File: config.mk
export PLATFORM = sky130hd
export DESIGN_NAME = if_fetch_unit
export DESIGN_NICKNAME = d
export VERILOG_FILES = /design/src/rtl/if_fetch_unit.sv
export SDC_FILE = /design/constraint.sdc
export NUM_CORES = 1
export LEC_CHECK = 0
export CORE_UTILIZATION = 39
export CTS_CLUSTER_DIAMETER = 120
export DETAILED_ROUTE_END_ITERATION = 7
export HOLD_SLACK_MARGIN = 0.12
export PLACE_DENSITY = 0.83
export REMOVE_ABC_BUFFERS = 1
export SLEW_MARGIN = 10
export SYNTH_ARGS = -nofsm -noshare
export SYNTH_HDL_FRONTEND = slang
export SYNTH_SLANG_ARGS = --single-unit
File: constraint.sdc
create_clock -name clk_i -period 2.1 [get_ports clk_i]
set_input_delay 0.21 -clock clk_i [delete_from_list [all_inputs] [get_ports clk_i]]
set_output_delay 0.21 -clock clk_i [all_outputs]
set_load 0.01 [all_outputs]
File: src/rtl/if_fetch_unit.sv
// Instruction-fetch front end: owns the PC, keeps at most one request in flight to a
// variable-latency instruction memory and presents PC/instruction pairs to IF/ID.
module if_fetch_unit #(
  parameter logic [31:0] RESET_PC = 32'h0000_0000,
  parameter logic [31:0] PC_STEP  = 32'd4
) (
  input  logic        clk_i,
  input  logic        rst_i,
  input  logic        Stall_i,
  input  logic        Branch_i,
  input  logic [31:0] Branch_target_i,
  output logic        imem_req_o,
  output logic [31:0] imem_addr_o,
  input  logic        imem_rvalid_i,
  input  logic [31:0] imem_rdata_i,
  output logic [31:0] PC_o,
  output logic [31:0] instr_o,
  output logic        valid_o
);

  typedef enum logic [1:0] {
    S_IDLE,   // no request in flight, ready to issue at pc_q
    S_WAIT,   // request in flight, response will be kept
    S_DROP,   // request in flight, response will be thrown away after a redirect
    S_VALID   // instr_q holds a fetched instruction for pc_q
  } state_e;

  state_e      state_q, state_d;
  logic [31:0] pc_q, pc_d;
  logic [31:0] instr_q, instr_d;
  logic [31:0] pc_seq;
  logic [31:0] target_aligned;
  logic        advance;

  assign pc_seq         = pc_q + PC_STEP;
  assign target_aligned = Branch_target_i & ~32'h0000_0003;
  assign advance        = (state_q == S_VALID) && !Branch_i && !Stall_i;

  // NOTE: sequential state uses non-blocking assignments so every register samples
  // pre-edge values; blocking here would create ordering-dependent simulation.
  always_ff @(posedge clk_i or negedge rst_i) begin
    if (!rst_i) begin
      state_q <= S_IDLE;
      pc_q    <= RESET_PC;
      instr_q <= '0;
    end else begin
      state_q <= state_d;
      pc_q    <= pc_d;
      instr_q <= instr_d;
    end
  end

  // NOTE: every comb output gets a default first so no path can leave it unassigned
  // and infer a latch.
  always_comb begin
    state_d = state_q;
    pc_d    = pc_q;
    instr_d = instr_q;
    unique case (state_q)
      S_IDLE: begin
        if (Branch_i) pc_d    = target_aligned;
        else          state_d = S_WAIT;
      end
      S_WAIT: begin
        if (Branch_i) begin
          pc_d    = target_aligned;
          state_d = imem_rvalid_i ? S_IDLE : S_DROP;
        end else if (imem_rvalid_i) begin
          instr_d = imem_rdata_i;
          state_d = S_VALID;
        end
      end
      S_DROP: begin
        if (Branch_i)      pc_d    = target_aligned;
        if (imem_rvalid_i) state_d = S_IDLE;
      end
      S_VALID: begin
        if (Branch_i) begin
          pc_d    = target_aligned;
          state_d = S_IDLE;
        end else if (!Stall_i) begin
          pc_d    = pc_seq;
          state_d = S_WAIT;
        end
      end
      default: state_d = S_IDLE;
    endcase
  end

  // The IDLE request is gated by rst_i so the strobe is low while reset is held.
  always_comb begin
    imem_req_o  = 1'b0;
    imem_addr_o = pc_q;
    unique case (state_q)
      S_IDLE:  imem_req_o = rst_i && !Branch_i;
      S_VALID: begin
        if (advance) begin
          imem_req_o  = 1'b1;
          imem_addr_o = pc_seq;
        end
      end
      default: imem_req_o = 1'b0;
    endcase
    valid_o = (state_q == S_VALID);
    instr_o = valid_o ? instr_q : 32'h0000_0000;
    PC_o    = pc_q;
  end

endmodule

## Word-level counts from Yosys, hierarchy flattened

Cells that the tools add are included.

| word-level totals | value |
|---|---|
| flip-flop bits (word level) | 66 |
| input port bits | 69 |
| output and inout bits | 98 |
| logic and storage cells | 40 |

| cells by class | value |
|---|---|
| $add $sub $neg | 1 |
| eq/ne operators | 8 |
| muxes and demuxes | 17 |
| bitwise gates (word level) | 1 |
| reductions and logical operators | 10 |

Operators by type and width:

| kind | number |
|---|---|
| two-way mux 32 bit | 6 |
| case mux 32 bit (2 select lines) | 1 |
| adder 32 x 3 -> 32 bit, second input constant | 1 |
| two-way mux 2 bit | 7 |
| case mux 2 bit (4 select lines) | 1 |
| inequality test 3 bit, second input constant | 2 |
| equality test 2 bit, second input constant | 2 |
| inequality test 2 bit, second input constant | 2 |
| AND reduction 4 bit | 1 |
| logical AND 1 bit | 3 |
| AND reduction 3 bit | 1 |
| OR reduction 3 bit | 1 |
| equality test 2 x 1 -> 1 bit, second input constant | 1 |
| zero test 1 bit | 2 |
| zero test 2 bit | 1 |
| inequality test 2 x 1 -> 1 bit, second input constant | 1 |
| case mux 1 bit (2 select lines) | 1 |
| AND reduction 2 bit | 1 |
| two-way mux 1 bit | 1 |
| inverter 1 bit | 1 |

## Longest topological paths before layout

| logic depth | value |
|---|---|
| word-level depth | 5 |
| depth in mapped cells | 7 |
| gate-level depth less buffers | 6 |

## Worst setup path after synthesis

OpenSTA, ideal clock, no wires.

| path | value |
|---|---|
| path kind | reg-to-output |
| start | register state_q[0] |
| end | output port imem_addr_o[28] |
| arrival | 2,052 ps |
| required time | 1,890 ps |
| setup slack | -162 ps |
| stages on the path, launching flop included | 8 |
| buffers on the path | 2 |
| path through | dfrtp_1 ha_1 buf_2 nor3b_2 nand4_1 clkbuf_1 nor4_1 xor2_1 |

| between the ends | value |
|---|---|
| cells in the longest elaborated chain, start to end | 5 |

Ends and longest elaborated chain:

| item | RTL line | RTL |
|---|---|---|
| from (decl) | 28 | `state_e state_q, state_d;` |
| from (signal assigned) | 47 | `state_q <= state_d;` |
| equality test 2 bit (*) | -- |  |
| net valid_o | 18 | `output logic valid_o` |
| logical AND 1 bit (2 in a row) | 37 | `assign advance = (state_q == S_VALID) && !Branch_i && !Stall_i;` |
| two-way mux 32 bit | 97 | `if (advance) begin` |
| two-way mux 32 bit (*) | 94 | `unique case (state_q)` |
| to (decl) | 13 | `output logic [31:0] imem_addr_o,` |

Mark *: on every way through the listed nets, which the timed path passes. The rest lies on a longest branch.

## Worst setup path after layout

| path | value |
|---|---|
| start | register state_q[1] |
| end | output port imem_addr_o[16] |

| between the ends | value |
|---|---|
| cells in the longest elaborated chain, start to end | 5 |

Ends and longest elaborated chain:

| item | RTL line |
|---|---|
| equality test 2 bit (*) | 37, 94 |
| logical AND 1 bit (2 in a row) | 37 |
| two-way mux 32 bit | 97 |
| two-way mux 32 bit (*) | 94 |

Every way passes the cells marked *; elsewhere a longest branch is shown, timed or not.

==> flow_summary.toml <==
[yosys]
post-synth-top-area-cell = "sky130_fd_sc_hd__dfrtp_1"
post_synth_adder_cell_area_pct = 1.59
yosys_register_bits = 64
count_of_flip_flops_with_a_built_in_enable_after_synthesis = 0
async_flop_share_pct = 100
avgSynthCellArea_sq_um = 9.43
proportion_of_synthesized_area_in_mux_cells_pct = 9.68
synth_area_sq_um = 3940
synth_xor_area_share_pct = 8.44
synthesis.instances = 418
area_fraction_in_compound_gates_after_synthesis_pct = 9.01
synthFlopType = "sky130_fd_sc_hd__dfrtp_1"
synth.distinct_cells = 50
synth_top_family_by_area = "simple AND/OR/NAND/NOR gates"
yosysTopAreaCellShare_pct = 40.6
synth.yosys.warnings = 0
yosys.area_share.simple_pct = 26.0
ys_top_cells_by_area = "sky130_fd_sc_hd__dfrtp_1, sky130_fd_sc_hd__mux2_2, sky130_fd_sc_hd__and2_1, sky130_fd_sc_hd__xnor2_1, sky130_fd_sc_hd__xor2_1"
synth_seq_area_share_pct = 40.6

[clock_network]
numClockSinks = 64
cts_tree = "yes"
cts_max_level = 3
clk-insertion-delay-late_ns = 0.37
clk_pin_slew_ns = 0.09
deepest_clock_path_buffer_count = 2
number_of_buffers_inserted_during_clock_tree_synthesis = 9
cts_hold_buffers = 0
clock_tree.root_cell = "sky130_fd_sc_hd__clkbuf_8"

[sta]
setup_viol_count_final = 68
relative_slew_slack_pct = 42.8
final.setup_skew_ns = 0.0207
fin_crit_sh_pct = 119
min_period_ns = 2.50
hold_ws_ns = 0.166
rsz_0062_raised_after_global_routing = "true"
final-hold-violation-count = 0
postLayoutSetupSlackWorst_ns = -0.399
max_freq_mhz = 400
timing.final.max_slew_violations = 0
worst_pin_slew_ns = 0.858

[worst_setup_path]
worstPathArrival_ns = 2.29
path_max_fanout = 8
critical_path_buf_inv_count = 2
worst_path_dominant_cell_family = "simple AND/OR/NAND/NOR gates"
setup.worst_path.end_class = "primary output"
slowest_stage = "sky130_fd_sc_hd__dfrtp_1"
path_class = "flop to primary output"
path_cells = "ha_4 > nor3b_4 > nand4_1 > buf_6 > nor3_4 > xor2_1 > buf_2"
cp_data_required_time_ns = 1.89
startpoint_type = "flop"
timing.critical_path.slowest_cell_delay_ns = 0.43

[global_route]
grt_pass1_vias = 4333
grt_usage_pct = 27.6
grt_overflow_total = 0
antenna_found_initial = 0
wire_length_of_the_first_global_routing_pass_um = 21900
largest_net_degree_at_the_start_of_global_routing = 65

[place]
placed_cells = 779
hpwl_um = 10100
placement.io_buffers = 160
place_congestion = 0.850

[worst_hold_path]
hold_wc_path_type = "primary input to async pin"

[floorplan]
die_area_sq_um = 10500
row_count = 36
start_util_pct = 40.3
die_w_um = 103
ios = 167
coreArea_sq_um = 9770
die_height_um = 103

[routing]
drcViolationCount = 0
dr.first_iter.drc_count = 379
post_drt_wl_per_cell_um = 19.9
post_drt_via_cell_ratio = 5.68
ant_nets = 0
route.final.wire_length_um = 16500
detailroute.via_count = 4710
first_pass_iters = 5

[cells_and_area]
number_of_nets_at_the_end_of_the_flow = 765
syn2layout_area_growth_pct = 83.0
final_common_cell = "sky130_fd_sc_hd__clkdlybuf4s50_1"
antenna-diode-count = 0
drive_above_1_share_pct = 38.9
layout_common_cells = "sky130_fd_sc_hd__clkdlybuf4s50_1, sky130_fd_sc_hd__buf_4, sky130_fd_sc_hd__dfrtp_1"
finalNonFillerCells = 829

[status]
result_of_the_run = "complete, but fails checks"
failing_checks = "setup timing"

[power_and_ir_drop]
power.density_cell_area_nw_per_um2 = 791
vdd_ir_drop_max_uv = 467
leakage_nw = 3.15

[run]
timing.max_cap.violations = 0
## synth_stat cells, drive strengths merged, types with 11 or more instances
master	n
mux2	33
o21ai	14
dfrtp	64
xor2	19
and2	34
or4	11
a31oi	12
xnor2	19
nor2	24
nand2	34
nand4	19
buf	17
clkbuf	14
nand3	20
## cell type report
type / instances / area, sq um
tap: 133 / 166
clock buffer: 10 / 138
clock inverter: 6 / 115
fill: 628 / 2560
timing repair buffer: 290 / 2580
inverter: 10 / 37.5
sequential: 64 / 1600
multi-input combinational: 316 / 2580
## routing by layer
layer | global-route usage (%) | up-vias | part of all wire (%) | wire length, um
met5 | 0 | - | 0 | 0
met4 | 14.1 | 0 | 5.9 | 983
met3 | 5.69 | 113 | 10 | 1700
met2 | 47.1 | 342 | 48 | 7940
met1 | 32.9 | 2215 | 36 | 5900
li1 | - | 2040 | - | -
## registers in the layout (all words and copies together) (netlist names)
signal,cells
PC_o,30
instr_q,32
state_q,2
## kinds of logic (layout without fill, tap and decap cells)
group / after synthesis / in the layout
buffers and inverters: 41 / 316
AO/OA/AOI/OAI: 53 / 53
XOR/XNOR: 38 / 38
AND/OR/NAND/NOR: 182 / 182
multiplexers: 34 / 34
flip-flops: 64 / 64
adder cells (fa/ha/maj): 5 / 5
other: 1 / 4
## worst register-to-register path, delay by kind of cell, from the launching register on
family          cells  cell delay (ns)
compound gates      1             0.22
buf+inv             3             0.41
simple gates        3             1.15
flops               1             0.42
## metrics by stage
stage               total power, mW  setup WS (ns)  area [sq um]  TNS (ns)  util (%)
floorplan                      2.86         -0.533          3810    -10.32         -
global placement               4.02         -0.508          6320     -9.19      64.6
detailed placement             4.13         -0.583          6320    -12.21      64.6
CTS                            5.50         -0.267          6850     -5.38      70.0
global route                   6.00         -0.464          7220    -14.39      73.8
finish                         5.71         -0.399          7220     -10.0      73.8
## worst paths after layout
check,from,endpoint,slack [ns],cells past startpoint
max in group asynchronous,rst_i,instr_q[9]$_DFFE_PN0P_,1.35,2
max,state_q[1]$_DFFE_PN0P_,imem_addr_o[16],-0.40,7
max reg2reg,PC_o[5]$_DFFE_PN0P_,PC_o[18]$_DFFE_PN0P_,-0.17,7
min reg2reg,instr_q[27]$_DFFE_PN0P_,instr_q[27]$_DFFE_PN0P_,0.50,1
min in group clk_i,Branch_target_i[14],PC_o[14]$_DFFE_PN0P_,0.40,3
min,rst_i,PC_o[17]$_DFFE_PN0P_,0.17,2
## timing repair
action / 4_1_cts / 5_1_grt
gates resized for setup: 165 / 58
setup buffers: 19 / 22
pin swaps: 28 / 37
endpoints found under the hold margin: 0 / 0
setup endpoints to repair: 65 / 72
## report_power, final
group          switching, mW  internal, mW  total, mW
clock                  0.563         0.828       1.39
sequential             0.217          1.62       1.84
combinational           1.07          1.41       2.48
(Power assumes the default switching activity.)
==> RTL change (same flow settings) <==
`instr_q` no longer has a reset.
--- a/src/rtl/if_fetch_unit.sv
+++ b/src/rtl/if_fetch_unit.sv
@@ -42,12 +42,14 @@
     if (!rst_i) begin
       state_q <= S_IDLE;
       pc_q    <= RESET_PC;
-      instr_q <= '0;
     end else begin
       state_q <= state_d;
       pc_q    <= pc_d;
-      instr_q <= instr_d;
     end
+  end
+
+  always_ff @(posedge clk_i) begin
+    instr_q <= instr_d;
   end
 
   // NOTE: every comb output gets a default first so no path can leave it unassigned
Check against the original RTL: same outputs for any inputs over 10 cycles, from zero or initial values and one cycle with rst_i low; that may be too few to reach the edited logic, so the function may still have changed.
==> RTL change against the unedited design <==
  * Critical path type unchanged
  * Clock power down 24%
  * Cell area decreased by 9.9%
  * The flow still finishes with violations (setup timing)
  * Combinational power fell by 20%
  * Critical endpoint is now imem_addr_o[21]
  * Routed wire length down 13%
  * Critical path depth fell by 1
  * Count of clock-buffer cells in the layout down 1
  * Setup slack worse by 0.26 ns
  * Sequential cell count unchanged
  * Power down 19%
  * Area after synthesis shrank 5.4%
==> RTL change: results <==
{
  "place_hpwl_mm": 9.25,
  "finalSetupViolCount": 48,
  "ir_drop_uv": 348,
  "worst_ep_arrival_time_ns": 2.55,
  "cts_root_buffer": "clkbuf_8",
  "power_switching_w": 0.00156,
  "grt_pass1_vias": 4265,
  "synth_edf_count": 32,
  "drive_above_1_share": 0.358,
  "drt_iter0_markers": 304,
  "worstSkewPairLatency_ns": 0.34,
  "gr-total-overflow": 0,
  "status": "complete, but fails checks",
  "dpl-instance-area_um2": 6020,
  "fillers": 663,
  "dp_slack_ns": -0.909,
  "grt_pass1_wl_mm": 21.8,
  "synth_top_area_share": 0.257,
  "synth_warnings": 0,
  "ys_top_cells_by_count": "nand2_1 (41), and2_1 (34), dfrtp_1 (32), edfxtp_1 (32), xnor2_1 (27)",
  "final_nets": 722,
  "power.leakage_nw": 2.75,
  "yosysSeqAreaShare": 0.472,
  "grt_use_total": 0.287,
  "cp_max_fo": 2,
  "grt_max_degree": 38,
  "io_buffers": 160,
  "route.vias.total": 4231,
  "worst_path_largest_cell_delay_ns": 0.53,
  "worst_pin_slew_ns": 0.570,
  "ys_top_cells_by_area": "edfxtp_1 (26%), dfrtp_1 (21%), xnor2_1 (6.3%)",
  "ys_types": 52,
  "ys.flop_type": "edfxtp_1",
  "largest_register_ffs": 32,
  "violations": "setup timing",
  "crit_path_top_delay_cell": "or4_4",
  "fin_skew_ns": 0.0101,
  "async_flop_share": 0.500,
  "fin_ws_ns": -0.656,
  "grt_antenna_before_repair": 1,
  "gp_congestion": 0.873,
  "wl_mm": 14.4
}
-- RTL change: changes by cell type after synthesis, sizes merged, moves of 6 or more --
cell    unedited run  this run
nand2             34        41
mux2              33         0
clkbuf            14        20
xor2              19         8
xnor2             19        27
edfxtp             0        32
dfrtp             64        32
-- RTL change: layout make-up --
cell class | instances | area (um2) | area share
inverter | 10 | 37.5 | 0.00577
multi-input combinational | 288 | 2050 | 0.315
timing repair buffer | 275 | 2290 | 0.353
sequential | 64 | 1760 | 0.271
tap | 129 | 161 | 0.0248
clock buffer | 9 | 124 | 0.0190
antenna | 1 | 2.50 | 0.000385
clock inverter | 7 | 72.6 | 0.0112
-- RTL change: layer usage --
layer  vias to the layer above  global-route usage  wire length [um]
li1                       1927                   -                 -
met1                      2009               0.330              5540
met2                       249               0.517              7210
met3                        46              0.0592              1160
met4                         0               0.122               511
met5                         -                   0                 0
-- RTL change: stage by stage --
step | cells | TNS [ns]
after floorplan | 362 | -23.06
after global placement | 736 | -18.97
after detailed placement | 736 | -20.40
after CTS | 774 | -12.55
after global routing | 783 | -20.10
final | 783 | -15.30
-- RTL change: cells by family after synthesis --
logic type,Yosys count,share of synthesized area
simple gates,187,0.275
flops,64,0.472
compound gates,56,0.103
buf+inv,42,0.0483
xor+xnor,35,0.0821
fa+ha+maj,5,0.0168
other cells,1,0.00100
mux,1,0.00268
-- RTL change: power groups by stage --
stage,sequential (W),combinational (W),clock (W)
finish,0.00157,0.00199,0.00105
global route,0.00159,0.00214,0.00113
CTS,0.00157,0.00198,0.00107
detailed placement,0.00158,0.00184,0
global placement,0.00157,0.00178,0
floorplan,0.00166,0.000658,0
-- RTL change: timing repair --
item                                    CTS  global route
cloned                                    4             0
gates resized for setup                 209            76
pin swaps                                20            24
setup buffers                            18             9
endpoints found under the setup margin   78            63
-- RTL change: worst paths after layout --
path	startpoint	endpoint	slack, ns
max in group asynchronous	rst_i	PC_o[9]	1.47
worst min register to register	PC_o[31]	PC_o[31]	0.63
worst max register to register	state_q[1]	PC_o[21]	-0.33
worst min-delay path	rst_i	state_q[0]	0.32
min in group clk_i	Branch_target_i[8]	PC_o[8]	0.42
worst max-delay path	state_q[1]	imem_addr_o[21]	-0.66
